**config.mk**
```make
export PLATFORM = sky130hd
export DESIGN_NAME = tlb_key_lookup
export DESIGN_NICKNAME = d
export VERILOG_FILES = /design/src/rtl/tlb_pkg.sv /design/src/rtl/tlb_match_encoder.sv /design/src/rtl/tlb_key_lookup.sv
export SDC_FILE = /design/constraint.sdc
export NUM_CORES = 1
export LEC_CHECK = 0
export CAP_MARGIN = 20
export CORE_ASPECT_RATIO = 1.75
export CORE_UTILIZATION = 38
export DETAILED_ROUTE_END_ITERATION = 16
export PLACE_DENSITY = 0.57
export SLEW_MARGIN = 5
export SYNTH_ARGS = -nofsm -noshare
export SYNTH_HDL_FRONTEND = slang
export SYNTH_HIERARCHICAL = 1
export SYNTH_SLANG_ARGS = --single-unit
```
**constraint.sdc**
```tcl
create_clock -name i_clock -period 5.5 [get_ports i_clock]
set_input_delay 1.1 -clock i_clock [delete_from_list [all_inputs] [get_ports i_clock]]
set_output_delay 1.1 -clock i_clock [all_outputs]
set_load 0.02 [all_outputs]
```
**src/rtl/tlb_pkg.sv**
```systemverilog
// tlb_pkg: shared constants and types for the ECO32 TLB key half.
//   ENTRIES / INDEX_WIDTH / KEY_WIDTH : array geometry
//   FIXED_ENTRIES                     : low entries protected from random replacement
//   tlb_op_e                          : management command encodings
//   RAND_RESET / RAND_FLOOR           : random replacement counter range
package tlb_pkg;

  localparam int unsigned ENTRIES       = 32;
  localparam int unsigned INDEX_WIDTH   = 5;
  localparam int unsigned KEY_WIDTH     = 20;
  localparam int unsigned FIXED_ENTRIES = 4;

  typedef enum logic [1:0] {
    OpProbe        = 2'd0,
    OpRead         = 2'd1,
    OpWriteIndexed = 2'd2,
    OpWriteRandom  = 2'd3
  } tlb_op_e;

  localparam logic [INDEX_WIDTH-1:0] RAND_RESET = INDEX_WIDTH'(ENTRIES - 1);
  localparam logic [INDEX_WIDTH-1:0] RAND_FLOOR = INDEX_WIDTH'(FIXED_ENTRIES);

endpackage

```
**src/rtl/tlb_match_encoder.sv**
```systemverilog
// tlb_match_encoder: compares one key against every stored entry and priority
// encodes the result, lowest matching index first.
//   i_key         : key to search for
//   i_entries     : all stored keys
//   o_hit         : at least one entry matched
//   o_index       : lowest matching index, 0 on miss
//   o_multi_hit   : two or more entries matched (only with TLB_MULTIHIT_DETECT_EN)
module tlb_match_encoder
  import tlb_pkg::*;
(
  input  logic [KEY_WIDTH-1:0]   i_key,
  input  logic [KEY_WIDTH-1:0]   i_entries [ENTRIES],
`ifdef TLB_MULTIHIT_DETECT_EN
  output logic                   o_multi_hit,
`endif
  output logic                   o_hit,
  output logic [INDEX_WIDTH-1:0] o_index
);

  logic                   w_hit;
  logic [INDEX_WIDTH-1:0] w_index;
  logic                   w_multi;

  // Scan from the top down so the last match seen is the lowest index; a
  // match found while w_hit is already set means a second matching entry.
  always_comb begin
    w_hit   = 1'b0;
    w_index = '0;
    w_multi = 1'b0;
    for (int i = ENTRIES - 1; i >= 0; i--) begin
      if (i_entries[i] == i_key) begin
        w_multi = w_multi | w_hit;
        w_hit   = 1'b1;
        w_index = INDEX_WIDTH'(i);
      end
    end
  end

  assign o_hit   = w_hit;
  assign o_index = w_index;

`ifdef TLB_MULTIHIT_DETECT_EN
  assign o_multi_hit = w_multi;
`else
  logic w_multi_unused;
  assign w_multi_unused = w_multi;
`endif

endmodule

```
**src/rtl/tlb_key_lookup.sv**
```systemverilog
// tlb_key_lookup: associative key half of the ECO32 TLB.
// Holds ENTRIES virtual page numbers, answers translation lookups with a
// registered hit/index, and executes PROBE / READ / WRITE_INDEXED /
// WRITE_RANDOM while driving the value memory's second port.
// Optional feature macro: TLB_MULTIHIT_DETECT_EN adds o_lookup_multi_hit.
//   i_clock, i_reset (sync, active low)
//   i_lookup_valid/i_lookup_page -> o_lookup_done/o_lookup_hit/o_lookup_index
//   i_cmd_valid/o_cmd_ready/i_cmd_op/i_cmd_index/i_cmd_key
//     -> o_cmd_done/o_cmd_hit/o_cmd_result_index/o_cmd_read_key
//   o_value_index/o_value_write_enable : value memory port 2 (combinational)
module tlb_key_lookup
  import tlb_pkg::*;
(
  input  logic                   i_clock,
  input  logic                   i_reset,
  input  logic                   i_lookup_valid,
  input  logic [KEY_WIDTH-1:0]   i_lookup_page,
  output logic                   o_lookup_done,
  output logic                   o_lookup_hit,
  output logic [INDEX_WIDTH-1:0] o_lookup_index,
`ifdef TLB_MULTIHIT_DETECT_EN
  output logic                   o_lookup_multi_hit,
`endif
  input  logic                   i_cmd_valid,
  output logic                   o_cmd_ready,
  input  logic [1:0]             i_cmd_op,
  input  logic [INDEX_WIDTH-1:0] i_cmd_index,
  input  logic [KEY_WIDTH-1:0]   i_cmd_key,
  output logic                   o_cmd_done,
  output logic                   o_cmd_hit,
  output logic [INDEX_WIDTH-1:0] o_cmd_result_index,
  output logic [KEY_WIDTH-1:0]   o_cmd_read_key,
  output logic [INDEX_WIDTH-1:0] o_value_index,
  output logic                   o_value_write_enable
);

  logic [KEY_WIDTH-1:0]   r_keys [ENTRIES];
  logic [INDEX_WIDTH-1:0] r_random;

  logic                   r_lookup_done;
  logic                   r_lookup_hit;
  logic [INDEX_WIDTH-1:0] r_lookup_index;
  logic                   r_cmd_done;
  logic                   r_cmd_hit;
  logic [INDEX_WIDTH-1:0] r_cmd_result_index;
  logic [KEY_WIDTH-1:0]   r_cmd_read_key;

  tlb_op_e                w_op;
  logic                   w_ready;
  logic                   w_accept;
  logic                   w_is_write;
  logic [INDEX_WIDTH-1:0] w_cmd_slot;
  logic [INDEX_WIDTH-1:0] w_value_index;
  logic                   w_value_we;
  logic [KEY_WIDTH-1:0]   w_match_key;
  logic                   w_enc_hit;
  logic [INDEX_WIDTH-1:0] w_enc_index;

  assign w_op       = tlb_op_e'(i_cmd_op);
  // Lookups own the comparator bank, so commands stall while one is offered.
  assign w_ready    = i_reset & ~i_lookup_valid;
  assign w_accept   = i_cmd_valid & w_ready;
  assign w_is_write = (w_op == OpWriteIndexed) || (w_op == OpWriteRandom);
  assign w_cmd_slot = (w_op == OpWriteRandom) ? r_random : i_cmd_index;

  always_comb begin
    w_value_index = '0;
    w_value_we    = 1'b0;
    if (w_accept) begin
      w_value_index = w_cmd_slot;
      w_value_we    = w_is_write;
    end
  end

  assign w_match_key = i_lookup_valid ? i_lookup_page : i_cmd_key;

`ifdef TLB_MULTIHIT_DETECT_EN
  logic w_enc_multi;
  logic r_multi_hit;

  tlb_match_encoder u_match (
    .i_key       (w_match_key),
    .i_entries   (r_keys),
    .o_multi_hit (w_enc_multi),
    .o_hit       (w_enc_hit),
    .o_index     (w_enc_index)
  );

  // Shared flag: follows whichever search (lookup or PROBE) completed last.
  always_ff @(posedge i_clock) begin
    if (!i_reset) begin
      r_multi_hit <= 1'b0;
    end else if (i_lookup_valid || (w_accept && (w_op == OpProbe))) begin
      r_multi_hit <= w_enc_multi;
    end
  end

  assign o_lookup_multi_hit = r_multi_hit;
`else
  tlb_match_encoder u_match (
    .i_key     (w_match_key),
    .i_entries (r_keys),
    .o_hit     (w_enc_hit),
    .o_index   (w_enc_index)
  );
`endif

  // Key storage is deliberately not reset; w_value_we is already 0 in reset.
  always_ff @(posedge i_clock) begin
    if (w_value_we) begin
      r_keys[w_value_index] <= i_cmd_key;
    end
  end

  // Free-running replacement pointer, cycling RAND_RESET down to RAND_FLOOR.
  always_ff @(posedge i_clock) begin
    if (!i_reset) begin
      r_random <= RAND_RESET;
    end else if (r_random == RAND_FLOOR) begin
      r_random <= RAND_RESET;
    end else begin
      r_random <= r_random - 1'b1;
    end
  end

  always_ff @(posedge i_clock) begin
    if (!i_reset) begin
      r_lookup_done  <= 1'b0;
      r_lookup_hit   <= 1'b0;
      r_lookup_index <= '0;
    end else begin
      r_lookup_done <= i_lookup_valid;
      if (i_lookup_valid) begin
        r_lookup_hit   <= w_enc_hit;
        r_lookup_index <= w_enc_index;
      end
    end
  end

  always_ff @(posedge i_clock) begin
    if (!i_reset) begin
      r_cmd_done         <= 1'b0;
      r_cmd_hit          <= 1'b0;
      r_cmd_result_index <= '0;
      r_cmd_read_key     <= '0;
    end else begin
      r_cmd_done <= w_accept;
      if (w_accept) begin
        // cmd_hit only carries meaning for PROBE; other ops clear it.
        r_cmd_hit <= (w_op == OpProbe) ? w_enc_hit : 1'b0;
        r_cmd_result_index <= (w_op == OpProbe) ? w_enc_index : w_cmd_slot;
        if (w_op == OpRead) begin
          r_cmd_read_key <= r_keys[i_cmd_index];
        end
      end
    end
  end

  assign o_lookup_done        = r_lookup_done;
  assign o_lookup_hit         = r_lookup_hit;
  assign o_lookup_index       = r_lookup_index;
  assign o_cmd_ready          = w_ready;
  assign o_cmd_done           = r_cmd_done;
  assign o_cmd_hit            = r_cmd_hit;
  assign o_cmd_result_index   = r_cmd_result_index;
  assign o_cmd_read_key       = r_cmd_read_key;
  assign o_value_index        = w_value_index;
  assign o_value_write_enable = w_value_we;

endmodule

```
==> flow_summary.json <==
{
  "status": "complete, no violations",
  "power.switching_uw": 3030,
  "period_share_pct": 89.6,
  "fin_ws_ns": 0.571,
  "p_int_uw": 8920,
  "core_area_um2": 90400,
  "synth-seq-cells": 679,
  "grt_antenna_before_repair": 12,
  "grtUsageTotal_pct": 29.7,
  "nNetsFinal": 2764,
  "grt_max_degree": 81,
  "swShare_pct": 25.4,
  "io_pins": 92,
  "drv_cap": 0,
  "ant_nets": 0,
  "fp-row-count": 146,
  "cp-start-kind": "primary input",
  "synth_area_per_cell_um2": 13.5,
  "tightest_slew_ns": 1.09,
  "vias_per_cell": 5.94,
  "clock-root-buffer": "clkbuf_16",
  "hold_class": "reg -> reg",
  "crit_fanout": 17,
  "synth-main-ff-cell": "edfxtp_1",
  "power_density_nw_per_um2": 302,
  "synth_cell_types": 49,
  "power_frac_comb_pct": 12.1,
  "multi_input_area_um2": 13500,
  "setup_viol": 0,
  "end_kind": "flop",
  "grt_setup_unrepaired": "false",
  "finalHoldViolCount": 0,
  "peakVddDrop_uv": 219,
  "synth_top_area_share_pct": 55.5,
  "grt_first_pass_wirelength_mm": 189,
  "drive_gt1_share_pct": 12.4,
  "post-route-min-period_ns": 4.93,
  "synth.cell_area_um2": 34600,
  "yosysTopAreaCell": "edfxtp_1",
  "fmax_mhz": 203,
  "design_power_total_uw": 11900,
  "clockPowerShare_pct": 40.5,
  "seq_area_frac_synth_pct": 57.7,
  "routed_wl_mm": 139,
  "fillers": 8179,
  "dr.pass1.iters": 5,
  "fin_worst_skew_ns": 0.0272,
  "globalplace.congestion": 1.04,
  "pwr-share-seq_pct": 47.4,
  "ff2ff_setup_slack_ns": 1.89,
  "maxSlewHeadroom_pct": 27.2,
  "clkTransAtPathRegs_ns": 0.07,
  "first_iter_violations": 2459,
  "cts_resized": 0,
  "p_leak_uw": 0.0136,
  "overflow": 0,
  "seqCellArea_um2": 20000,
  "cts_sinks": 679,
  "synth_edf_count": 640,
  "vias": 23500,
  "cts_buffers": 66,
  "postCtsHoldBufs": 0,
  "netlist_top_cells_area": "edfxtp_1 55%, mux2i_1 9.6%, xor2_1 8.5%",
  "criticalPathCategory": "in -> reg",
  "clkLatencyLatePin_ns": 0.66,
  "grt_pass1_vias": 23900,
  "design_area_um2": 39600,
  "drv_slew": 0,
  "dieWidth_um": 230,
  "dp_hpwl_mm": 99.9,
  "io_buffer_count": 91,
  "place_ws_ns": 0.0515,
  "cp_data_required_time_ns": 6.08,
  "postPlaceCellArea_um2": 37300,
  "cts_tree": "yes",
  "syn_inst": 2564,
  "die_area_um2": 92400,
  "routedWlPerCell_um": 35.1,
  "start_util_pct": 38.3,
  "final_util_pct": 43.8,
  "remaining_drc_errors": 0,
  "h-tree-depth": 3,
  "arrival_ns": 5.51,
  "ctsLongestPathBuffers": 3,
  "cts_setup_buffers": 0,
  "yosys_warnings": 6,
  "synthArstFlopShare_pct": 0,
  "synth_nets": 2617,
  "die_h_um": 401,
  "syn2layout_area_growth_pct": 14.3
}
-- layout by cell type, fill, tap and decap left out, types with 4 or more instances in the layout --
cell type and count:
inv_1 6, a21oi_1 107, nor2_1 19, xnor2_1 306, and2_1 4, or2_1 4, a31oi_1 4, dfxtp_1 39
clkdlybuf4s50_1 71, mux2i_1 332, clkbuf_1 15, clkinv_2 8, clkinv_1 11, nor4_1 85, mux2_2 21, diode_2 6
buf_2 19, nand3_1 44, nand4_1 77, xor2_1 337, clkbuf_16 71, nand2_1 31, a22oi_1 160, o21ai_0 32
or4_1 20, nor3_1 31, nor2b_1 12, buf_12 20, buf_4 144, edfxtp_1 640, nand2b_1 8, o21ai_1 4
nor3_2 4, bufinv_16 9, nor2_2 32
-- per-stage QoR --
stage,setup TNS [ns],hold slack (ns),instances
2_1_floorplan,0,0.384,2564
3_3_place_gp,-0.0374,0.410,3827
3_5_place_dp,0,0.408,3827
4_1_cts,0,0.424,3945
5_1_grt,0,0.448,3949
6_report,0,0.421,3951
-- logic make-up (layout without fill, tap and decap cells) --
kind of cell	Yosys count	after routing	share of synthesized area, %
AO/OA/AOI/OAI	318	318	5.88
XOR/XNOR	643	643	16.3
adder cells (fa/ha/maj)	2	2	0.0722
buffers and inverters	183	380	3.52
flip-flops	679	679	57.7
multiplexers	353	353	10.3
other	0	6	0
AND/OR/NAND/NOR	386	386	6.27
-- cell usage after synthesis (34+ instances only) --
| master | n |
|---|---|
| edfxtp_1 | 640 |
| xor2_1 | 337 |
| mux2i_1 | 332 |
| xnor2_1 | 306 |
| a22oi_1 | 160 |
| a21oi_1 | 107 |
| nor4_1 | 85 |
| nand4_1 | 77 |
| clkbuf_1 | 57 |
| nor2_1 | 52 |
| nand3_1 | 44 |
| buf_4 | 42 |
| dfxtp_1 | 39 |
| buf_2 | 34 |
-- critical path, cell delays in order --
cell      delay [ns]
buf_2           0.36
buf_12          0.21
mux2_2          0.62
xor2_1          0.27
nor4_1          0.37
nand3_1         0.12
nor3_1          0.29
o211ai_1        0.29
a31oi_1         0.48
o21ai_1         0.19
a31oi_1         0.30
o21ai_1         0.11
a21oi_1         0.34
mux2_2          0.23
o21ai_0         0.06
o21ai_0         0.14
-- power by group through the flow --
stage	Sequential, uW	Clock [uW]	Combinational (uW)
after global routing	5670	5050	1460
after CTS	5670	4880	1410
after detailed placement	5780	0	1400
final	5670	4840	1440
after floorplan	5790	0	781
after global placement	5780	0	1400
-- registers in the layout (all words and copies together) (netlist names) --
register,flops
o_cmd_done,1
o_lookup_hit,1
r_keys,640
o_cmd_read_key,20
o_lookup_done,1
o_cmd_result_index,5
o_lookup_index,5
r_random,5
o_cmd_hit,1
-- worst paths after layout --
check,depth (start not counted),end,start
worst max-delay path,16,o_cmd_result_index[1],i_lookup_valid
worst min-delay path,1,r_random[0],r_random[0]
worst min register to register,1,r_random[0],r_random[0]
worst max register to register,13,o_cmd_result_index[1],r_keys[37]
-- layer usage --
layer,GRT usage [%],wire length (um),up-vias
li1,-,-,9865
met1,33.9,49400,12000
met2,50.3,67700,1268
met3,3.86,8960,337
met4,23.2,12600,2
met5,0,18,-
-- cell type report --
class,instances,share of cell area [%]
Clock inverter,31,0.958
Antenna cell,6,0.0379
Timing Repair Buffer,255,5.82
Sequential cell,679,50.5
Multi-Input combinational cell,1702,34.2
Tap cell,1184,3.74
Inverter,7,0.0664
Clock buffer,87,4.67
Power figures use the tool's default switching activity.
